## src/rtl/read_wait_capture.sv

```systemverilog
// ----------------------------------------------------------------------------
// read_wait_capture
//
// Purpose:
//   Sits between a simple memory-read master and a slow responder. A read
//   request (mem_read, sampled only while idle) starts a bounded wait for the
//   responder's data_ready level. When data_ready is seen, data_bus is
//   captured and presented on data/data_valid for HOLD cycles, then cleared.
//   If the wait exceeds TIMEOUT cycles the request is abandoned and a
//   one-cycle timeout pulse is produced. Successful captures are counted in
//   rd_count, which wraps silently.
//
// Parameters:
//   DATA_W  - width of data_bus and data
//   TIMEOUT - cycles allowed in the wait state before aborting (0 = forever)
//   HOLD    - cycles data/data_valid stay asserted after capture (>= 1)
//   CNT_W   - width of rd_count
//
// Ports:
//   clk        in   system clock, rising edge
//   rst        in   synchronous active-high reset, overrides everything
//   mem_read   in   read request, only looked at while idle
//   data_ready in   responder data-valid level
//   data_bus   in   responder data
//   data       out  captured word, 0 whenever data_valid is low
//   data_valid out  high while data holds a captured word
//   busy       out  high while waiting or holding
//   timeout    out  one-cycle pulse when a wait is abandoned
//   rd_count   out  number of successful captures, modulo 2^CNT_W
//
// All outputs come straight from flops; nothing combinational reaches them.
// ----------------------------------------------------------------------------
module read_wait_capture #(
    parameter int DATA_W  = 8,
    parameter int TIMEOUT = 16,
    parameter int HOLD    = 1,
    parameter int CNT_W   = 8
) (
    input  logic              clk,
    input  logic              rst,
    input  logic              mem_read,
    input  logic              data_ready,
    input  logic [DATA_W-1:0] data_bus,
    output logic [DATA_W-1:0] data,
    output logic              data_valid,
    output logic              busy,
    output logic              timeout,
    output logic [CNT_W-1:0]  rd_count
);

    // Counter widths never drop below one bit so the degenerate settings
    // (TIMEOUT=0, HOLD=1) still produce legal vectors.
    localparam int WAIT_W = ($clog2(TIMEOUT + 1) < 1) ? 1 : $clog2(TIMEOUT + 1);
    localparam int HOLD_W = ($clog2(HOLD) < 1) ? 1 : $clog2(HOLD);

    localparam bit                TIMEOUT_EN = (TIMEOUT != 0);
    localparam logic [WAIT_W-1:0] WAIT_LAST  = WAIT_W'(TIMEOUT - 1);
    localparam logic [HOLD_W-1:0] HOLD_LOAD  = HOLD_W'(HOLD - 1);

    typedef enum logic [1:0] {
        ST_IDLE,
        ST_WAIT,
        ST_HOLD
    } state_t;

    state_t              state;
    logic [WAIT_W-1:0]   wait_cnt;
    logic [HOLD_W-1:0]   hold_cnt;

    // Single sequential block: state, counters and every output are updated
    // together so the outputs are always a registered view of the state.
    // The timeout flag defaults low each cycle, which makes it a pulse.
    // In the wait state data_ready is tested before the timeout limit, so a
    // response arriving on the last allowed cycle is captured, not dropped.
    always_ff @(posedge clk) begin
        if (rst) begin
            state      <= ST_IDLE;
            data       <= '0;
            data_valid <= 1'b0;
            busy       <= 1'b0;
            timeout    <= 1'b0;
            rd_count   <= '0;
            wait_cnt   <= '0;
            hold_cnt   <= '0;
        end else begin
            timeout <= 1'b0;
            case (state)
                ST_IDLE: begin
                    if (mem_read) begin
                        state    <= ST_WAIT;
                        wait_cnt <= '0;
                        busy     <= 1'b1;
                    end
                end

                ST_WAIT: begin
                    if (data_ready) begin
                        data       <= data_bus;
                        data_valid <= 1'b1;
                        rd_count   <= rd_count + CNT_W'(1);
                        hold_cnt   <= HOLD_LOAD;
                        state      <= ST_HOLD;
                    end else if (TIMEOUT_EN && (wait_cnt == WAIT_LAST)) begin
                        timeout <= 1'b1;
                        busy    <= 1'b0;
                        state   <= ST_IDLE;
                    end else begin
                        wait_cnt <= wait_cnt + WAIT_W'(1);
                    end
                end

                ST_HOLD: begin
                    if (hold_cnt == '0) begin
                        data       <= '0;
                        data_valid <= 1'b0;
                        busy       <= 1'b0;
                        state      <= ST_IDLE;
                    end else begin
                        hold_cnt <= hold_cnt - HOLD_W'(1);
                    end
                end

                default: begin
                    data       <= '0;
                    data_valid <= 1'b0;
                    busy       <= 1'b0;
                    state      <= ST_IDLE;
                end
            endcase
        end
    end

endmodule

```

## config.mk

```make
export PLATFORM = sky130hd
export DESIGN_NAME = read_wait_capture
export DESIGN_NICKNAME = d
export VERILOG_FILES = /design/src/rtl/read_wait_capture.sv
export SDC_FILE = /design/constraint.sdc
export NUM_CORES = 1
export LEC_CHECK = 0
export CAP_MARGIN = 20
export CORE_MARGIN = 2
export CORE_UTILIZATION = 35
export DETAILED_ROUTE_END_ITERATION = 6
export DONT_BUFFER_PORTS = 1
export PLACE_DENSITY_LB_ADDON = 0.2
export RECOVER_POWER = 50
export SYNTH_ARGS = -nofsm -noshare
export SYNTH_HDL_FRONTEND = slang
export SYNTH_SLANG_ARGS = --single-unit
export TNS_END_PERCENT = 1
```

## constraint.sdc

```tcl
create_clock -name clk -period 2 [get_ports clk]
set_clock_uncertainty 0.05 [all_clocks]
set_input_delay 0.2 -clock clk [delete_from_list [all_inputs] [get_ports clk]]
set_output_delay 0.2 -clock clk [all_outputs]
set_load 0.01 [all_outputs]
```

Word level (Yosys, flattened, before mapping)
Cells that the tools add are included.
{ "word_totals": {"ff_bits": 27, "latchBits": 0, "ram_bits": 0, "rom_bits": 0, "inputBits": 12, "out_inout_bits": 19, "wordCells": 56, "n_memories": 0} }
{ "op_classes": {"add_sub_neg": 3, "n_mul": 0, "div": 0, "magnitude_cmp": 0, "n_eq_ne": 10, "n_shift": 0, "muxes": 23, "bitwise": 2, "reduce_logical": 10} }
{ "op_table": {"columns": ["operator", "count"], "rows": [
  ["case mux 8 bit (3 select lines)", 1],
  ["2-to-1 mux 8 bit", 2],
  ["2-to-1 mux 5 bit", 3],
  ["inequality test 2 bit (second input constant)", 6],
  ["case mux 5 bit (2 select lines)", 1],
  ["adder 8 x 1 -> 8 bit (second input constant)", 1],
  ["2-to-1 mux 1 bit", 8],
  ["2-to-1 mux 2 bit", 4],
  ["AND reduction 4 bit", 2],
  ["case mux 1 bit (3 select lines)", 2],
  ["case mux 2 bit (3 select lines)", 1],
  ["AND reduction 3 bit", 2],
  ["adder 5 x 1 -> 5 bit (second input constant)", 1],
  ["== test 5 x 4 -> 1 bit (second input constant)", 1],
  ["AND reduction 2 bit", 2],
  ["nonzero test 2 bit", 2],
  ["inequality test 3 bit (second input constant)", 1],
  ["OR reduction 3 bit", 1],
  ["== test 2 x 1 -> 1 bit (second input constant)", 1],
  ["== test 2 bit (second input constant)", 1],
  ["logical NOT 2 bit", 1],
  ["inverter 1 bit", 2],
  ["case mux 1 bit (2 select lines)", 1],
  ["subtractor 1 bit (second input constant)", 1]
]} }

Logic depth before layout (Yosys ltp)
Gate-level depths: netlist of the first run.
{ "depth": {"word_depth": 4, "mapped_depth": 6, "ltp_nobuf": 6} }

Least setup slack after synthesis of the first run
OpenSTA, ideal clock, no wires.
{ "synth_path": {"path_kind": "register -> register", "start": "register wait_cnt[0]", "end": "register wait_cnt[3]", "setup_ns": 0.124, "arrival_time_ns": 1.549, "required_time_ns": 1.826, "slack_ns": 0.277, "path_stages_with_launch": 7, "synth_period_minus_slack_ns": 1.723, "path_cell_list": "dfxtp_1 -> ha_1 -> and3_1 -> ha_1 -> nor3b_1 -> o31a_1 -> a31oi_1"} }
{ "synth_between": {"elab_chain_cells": 4} }
{ "synth_rtl": {"columns": ["item", "line", "rtl"], "rows": [
  ["start, declared", "67", "logic [WAIT_W-1:0] wait_cnt;"],
  ["start signal, assigned", "108", "wait_cnt <= wait_cnt + WAIT_W'(1);"],
  ["adder 5 x 1 -> 5 bit", "108", null],
  ["2-to-1 mux 5 bit", "103", "end else if (TIMEOUT_EN && (wait_cnt == WAIT_LAST)) begin"],
  ["2-to-1 mux 5 bit", "97", "if (data_ready) begin"],
  ["case mux 5 bit (2 select lines)", "87", "case (state)"]
]} }
Several ways; a longest one is shown, not always the timed one. The select of a mux whose other input is x is not followed.
A chain may end at the register's enable or synchronous reset.

Worst setup path in the final report of the first run
{ "layout_path": {"start": "register wait_cnt[0]", "end": "register wait_cnt[0]"} }
The elaborated chain is that of the path after synthesis.

==> flow_summary_export.csv, run 1 <==
group,metric,value,unit
place,place.gp.congestion,0.758,
global_routing,antenna_found_initial,0,
worst_setup_path,crit_path_start_kind,"flop",
route,wl,2130,µm
sta,setup_viol,0,
clock_network,h-tree-depth,1,
floorplan,dieHeight,59.5,µm
power_and_ir_drop,swShare,0.212,
layout,final_common_cell,"dfxtp_1",
floorplan,io_pins,31,
sta,final_max_slew_viol_count,0,
power_and_ir_drop,p_leak,0.433,nW
global_routing,globalRouteTotalUtil,0.134,
synthesis,synthDominantCellAreaShare,0.483,
floorplan,die_area,3540,µm²
clock_network,clk_pin_slew,0.14,ns
layout,final_cell_mix,"26 x dfxtp_1, 21 x nand2_1, 14 x a21oi_1",
global_routing,grt_pass1_wl,3580,µm
place,dp_hpwl,1570,µm
synthesis,synth_seq_area_share,0.483,
sta,fin_crit_sh,0.895,
global_routing,grt_pass1_vias,795,
synthesis,synth.distinct_cells,32,
sta,max_freq,559,MHz
route,wire_per_inst,12.8,µm
power_and_ir_drop,p_per_area,793,nW/µm²
synthesis,avgSynthCellArea,8.62,µm²
layout,antenna_cells,0,
floorplan,num_rows,20,
sta,final-hold-violation-count,0,
power_and_ir_drop,netSwitchingPower,0.206,mW
clock_network,insertion_delay,0.31,ns
flow_run,maxCapViolCount,0,
layout,drive_gt1_frac,0.0451,
route,post_drt_via_cell_ratio,5.27,
worst_setup_path,cpMostUsedCell,"ha_1",
clock_network,clockBufferDepth,2,
synthesis,synth_top_cell_by_area,"dfxtp_1",
worst_setup_path,crit_path_max_fanout,4,
sta,worst_pin_slew,0.356,ns
worst_setup_path,cp-end-kind,"flop",
route,vias,874,
clock_network,clock-sinks,26,
layout,areaGrowthSynthToFinish,13.8,%
sta,fin_hold_ws,0.0318,ns
synthesis,synth_nets,140,
clock_network,root_buffer,"clkbuf_4",
min_path,worst_hold_path_type,"input pin to flop",
floorplan,core-area,2980,µm²
sta,relSlewSlack,0.762,
layout,fin_nets,149,
synthesis,ys_ff_latch,26,
run_status,status,"complete, no violations",
power_and_ir_drop,power_frac_clock,0.366,
layout,final_core_util,0.412,
power_and_ir_drop,internal-power,0.765,mW
route,detail-route-antenna-nets,0,
power_and_ir_drop,comb_power_share,0.066,
route,drc,0,
sta,period_needed,1.79,ns
synthesis,synthTopCellsByArea,"dfxtp_1 48%, nand2_1 7.3%, a21oi_1 6.5%",
worst_setup_path,slowest_delay,0.36,ns
sta,fin_setup_tns,0,ns
worst_setup_path,cp_data_required_time,2.17,ns
global_routing,grt_overflow,0,
worst_setup_path,crit_slowest_cell,"dfxtp_1",
synthesis,netlist_instances,125,
worst_setup_path,path_class,"flop to flop",
power_and_ir_drop,power_frac_seq,0.568,
clock_network,numCtsBuffers,3,
synthesis,syn-cell-area,1080,µm²
floorplan,initial_core_util,0.362,
place,port_buffers,0,
clock_network,cts_tree,"built",
power_and_ir_drop,ir_worst_vdd,0.444,mV
worst_setup_path,worst_ep_arrival_time,1.95,ns
synthesis,yosys_warnings,0,
route,firstDrtPassIters,4,
worst_setup_path,cp_cell_sequence,"ha_1 -> and3_1 -> ha_1 -> nor3b_2 -> o31a_1 -> mux2i_1",
sta,rsz0062_at_grt,"no",
floorplan,die_w,59.5,µm
global_routing,grt_max_degree,16,
route,drtIter0Drc,51,
-- sequential cells by signal (all words and copies together) (netlist names) --
name        cells
busy            1
data            8
data_valid      1
rd_count        8
state           2
timeout         1
wait_cnt        5
-- area by class of cell --
class,count,area (µm²)
Fill cell,322,1750
Sequential cell,26,520
Multi-Input combinational cell,88,495
Timing Repair Buffer,10,97.6
Tap cell,33,41.3
Clock inverter,1,30.0
Clock buffer,3,22.5
Inverter,5,18.8
-- per-layer routing --
| metal | GRT usage | share of wire |
|---|---|---|
| met3 | 0.0655 | 0.063 |
| met1 | 0.169 | 0.48 |
| met5 | 0 | 0 |
| met2 | 0.195 | 0.45 |
| met4 | 0.0552 | 0.0061 |
-- cell usage after synthesis --
library cell	n
and2_1	1
nand4_1	1
or3_1	4
a31oi_1	2
o31a_1	1
nor3b_1	1
nor3_1	1
ha_1	3
nand4b_1	1
mux2i_1	2
nand2_1	21
xor2_1	2
nand3b_4	1
a211o_1	1
nand2b_1	2
and3_1	2
clkbuf_1	3
dfxtp_1	26
o21ai_0	4
inv_1	5
buf_4	1
a41oi_1	1
or2_1	1
o31ai_1	2
o22ai_1	2
nand3_1	4
clkbuf_2	1
nor2_1	11
buf_6	1
a21oi_1	14
or4_1	2
nor2b_1	1
-- worst max-delay path, delay by kind of cell (launching register included) --
family / cells / cell delay, ns
muxes: 1 / 0.10
and+or+nand+nor: 2 / 0.48
AOI/OAI and AO/OA: 1 / 0.26
adders and majority gates: 2 / 0.44
DFF: 1 / 0.36
-- repair_timing --
item	in CTS	in global routing
setup endpoints to repair	0	5
hold buffers	9	0
buffers inserted	0	0
gates resized for setup	0	1
endpoints found under the hold margin	17	0
-- cells by family (layout without fill, tap and decap cells) --
group / count (synthesis) / count (layout) / synth area share
AO/OA/AOI/OAI: 27 / 27 / 0.145
XOR/XNOR: 2 / 2 / 0.0163
buffers and inverters: 11 / 19 / 0.0499
multiplexers: 2 / 2 / 0.0186
flip-flops: 26 / 26 / 0.483
AND/OR/NAND/NOR: 54 / 54 / 0.252
adder cells (fa/ha/maj): 3 / 3 / 0.0348
-- power by group through the flow --
stage | clock (mW) | sequential [mW] | combinational [mW]
finish | 0.356 | 0.552 | 0.0643
global route | 0.390 | 0.555 | 0.0726
CTS | 0.372 | 0.553 | 0.0658
detailed placement | 0 | 0.565 | 0.0489
global placement | 0 | 0.564 | 0.0472
floorplan | 0 | 0.557 | 0.0524
-- path summary, 6_finish.rpt --
kind | slack (ns) | from | cells past startpoint | to
max | 0.21 | wait_cnt[0] | 6 | wait_cnt[0]
min | 0.03 | mem_read | 2 | busy
max reg2reg | 0.21 | wait_cnt[0] | 6 | wait_cnt[0]
min reg2reg | 0.44 | wait_cnt[3] | 1 | wait_cnt[3]
-- through the flow --
step	worst slack (ns)	cell area (µm²)	total power, mW	std cells
CTS	0.0639	1230	0.991	166
detailed placement	0.0898	1090	0.614	153
global placement	0.199	1090	0.611	153
finish	0.211	1230	0.972	166
global route	0.0795	1230	1.02	166
floorplan	0.277	1080	0.610	125
No activity file was read; power rests on OpenSTA's default activity.
==> inputs of run 2 (changes only) <==
--- a/config.mk
+++ b/config.mk
@@ -10,7 +10,6 @@
 export CORE_UTILIZATION = 35
 export DETAILED_ROUTE_END_ITERATION = 6
 export DONT_BUFFER_PORTS = 1
-export PLACE_DENSITY_LB_ADDON = 0.2
 export RECOVER_POWER = 50
 export SYNTH_ARGS = -nofsm -noshare
 export SYNTH_HDL_FRONTEND = slang
==> flow_summary_export.csv, run 2 (synthesis results as in run 1) <==
group,metric,value,unit
floorplan,io_pins,31,
global_routing,globalRouteTotalUtil,0.144,
min_path,worst_hold_path_type,"input pin to flop",
sta,final-hold-violation-count,0,
worst_setup_path,cp_data_required_time,2.18,ns
place,dp_hpwl,1610,µm
route,detail-route-antenna-nets,0,
layout,final_cell_mix,"26 x dfxtp_1, 21 x nand2_1, 14 x a21oi_1",
worst_setup_path,reg2reg_from,"wait_cnt[0]",
place,place.gp.congestion,0.712,
min_path,hold_depth,2,
clock_network,postCtsSetupBuffers,0,
layout,final_common_cell,"dfxtp_1",
floorplan,num_rows,20,
route,drtIter0Drc,69,
layout,layout.cells.non_filler,167,
layout,num-fill-cells,311,
floorplan,die_w,59.5,µm
run_status,status,"complete, no violations",
global_routing,grt_overflow,0,
power_and_ir_drop,ir_worst_vdd,0.377,mV
layout,final_core_util,0.408,
power_and_ir_drop,p_per_area,732,nW/µm²
route,post_drt_via_cell_ratio,5.45,
place,port_buffers,0,
global_routing,grt_max_degree,15,
worst_setup_path,cp-end-kind,"flop",
sta,rsz0062_at_grt,"no",
route,firstDrtPassIters,4,
worst_setup_path,crit_path_start_kind,"flop",
layout,largestRegisters,"data (8), rd_count (8), wait_cnt (5)",
clock_network,root_buffer,"clkbuf_4",
worst_setup_path,r2r_cells,6,
worst_setup_path,path_class,"flop to flop",
clock_network,cts_tree,"built",
global_routing,grt_pass1_wl,3750,µm
clock_network,clockBufferDepth,2,
worst_setup_path,worst_ep_arrival_time,1.97,ns
sta,final_max_slew_viol_count,0,
place,post-place-cells,153,
sta,fin_setup_tns,0,ns
clock_network,h-tree-depth,1,
floorplan,dieHeight,59.5,µm
route,wl,2310,µm
clock_network,numCtsBuffers,3,
clock_network,clock-sinks,26,
place,post_dp_cell_area,1090,µm²
clock_network,insertion_delay,0.34,ns
floorplan,initial_core_util,0.362,
power_and_ir_drop,p_leak,0.426,nW
floorplan,core-area,2980,µm²
clock_network,clk_pin_slew,0.13,ns
power_and_ir_drop,total_power,0.890,mW
sta,max_freq,557,MHz
layout,design_area,1220,µm²
sta,relSlewSlack,0.610,
sta,setup_viol,0,
sta,worst_pin_slew,0.586,ns
layout,drive_gt1_frac,0.0373,
min_path,hold_path.startpoint,"mem_read",
sta,fin_hold_ws,0.0191,ns
route,vias,910,
sta,fin_crit_sh,0.898,
layout,antenna_cells,0,
sta,period_needed,1.80,ns
route,drc,0,
worst_setup_path,crit_path_max_fanout,4,
layout,areaGrowthSynthToFinish,12.9,%
route,wire_per_inst,13.8,µm
floorplan,die_area,3540,µm²
worst_setup_path,rrSetupSlack,0.20,ns
layout,multi_input_area,495,µm²
global_routing,antenna_found_initial,0,
worst_setup_path,r2r-end,"wait_cnt[4]",
layout,seq_area,520,µm²
layout,fin_nets,150,
place,pre_cts_ws,0.104,ns
flow_run,maxCapViolCount,0,
global_routing,grt_pass1_vias,908,
sta,setup_slack,0.204,ns
min_path,holdPathEnd,"busy",
[run 2: routing by layer]
layer  track usage  wire length, µm  share of wire  vias to the layer above
met4        0.0812               51          0.022                        0
met3        0.0393              151          0.065                        6
li1              -                -              -                      446
met2         0.267             1160           0.50                       27
met1         0.143              947           0.41                      431
met5             0                0              0                        -
[run 2: area by class of cell]
| type | instances | share of cell area |
|---|---|---|
| Tap cell | 33 | 0.0340 |
| Clock buffer | 4 | 0.0298 |
| Multi-Input combinational cell | 88 | 0.407 |
| Timing Repair Buffer | 11 | 0.0854 |
| Inverter | 5 | 0.0154 |
| Sequential cell | 26 | 0.428 |
[run 2: worst max-delay path, cell delays in order (launching register included)]
cell,delay [ns]
dfxtp_1,0.35
ha_1,0.23
and3_1,0.19
ha_1,0.22
nor3b_2,0.30
o31a_1,0.26
o22ai_1,0.10
[run 2: report_power, final]
part	internal (mW)	switching [mW]	total (mW)
clock network	0.112	0.161	0.272
logic	0.0309	0.0352	0.0662
registers	0.532	0.0191	0.551
[run 2: timing repair]
action	CTS	global route
resized for setup	0	1
setup endpoints to repair	0	4
hold buffers	10	0
endpoints found under the hold margin	18	0
[run 2: how the worst max path moves through the flow]
stage	from	endpoint
4_1_cts	wait_cnt[0]	wait_cnt[3]
5_1_grt	wait_cnt[0]	wait_cnt[4]
6_report	wait_cnt[0]	wait_cnt[4]
3_5_place_dp	wait_cnt[0]	wait_cnt[3]
2_1_floorplan	wait_cnt[0]	wait_cnt[3]
3_3_place_gp	wait_cnt[0]	wait_cnt[3]
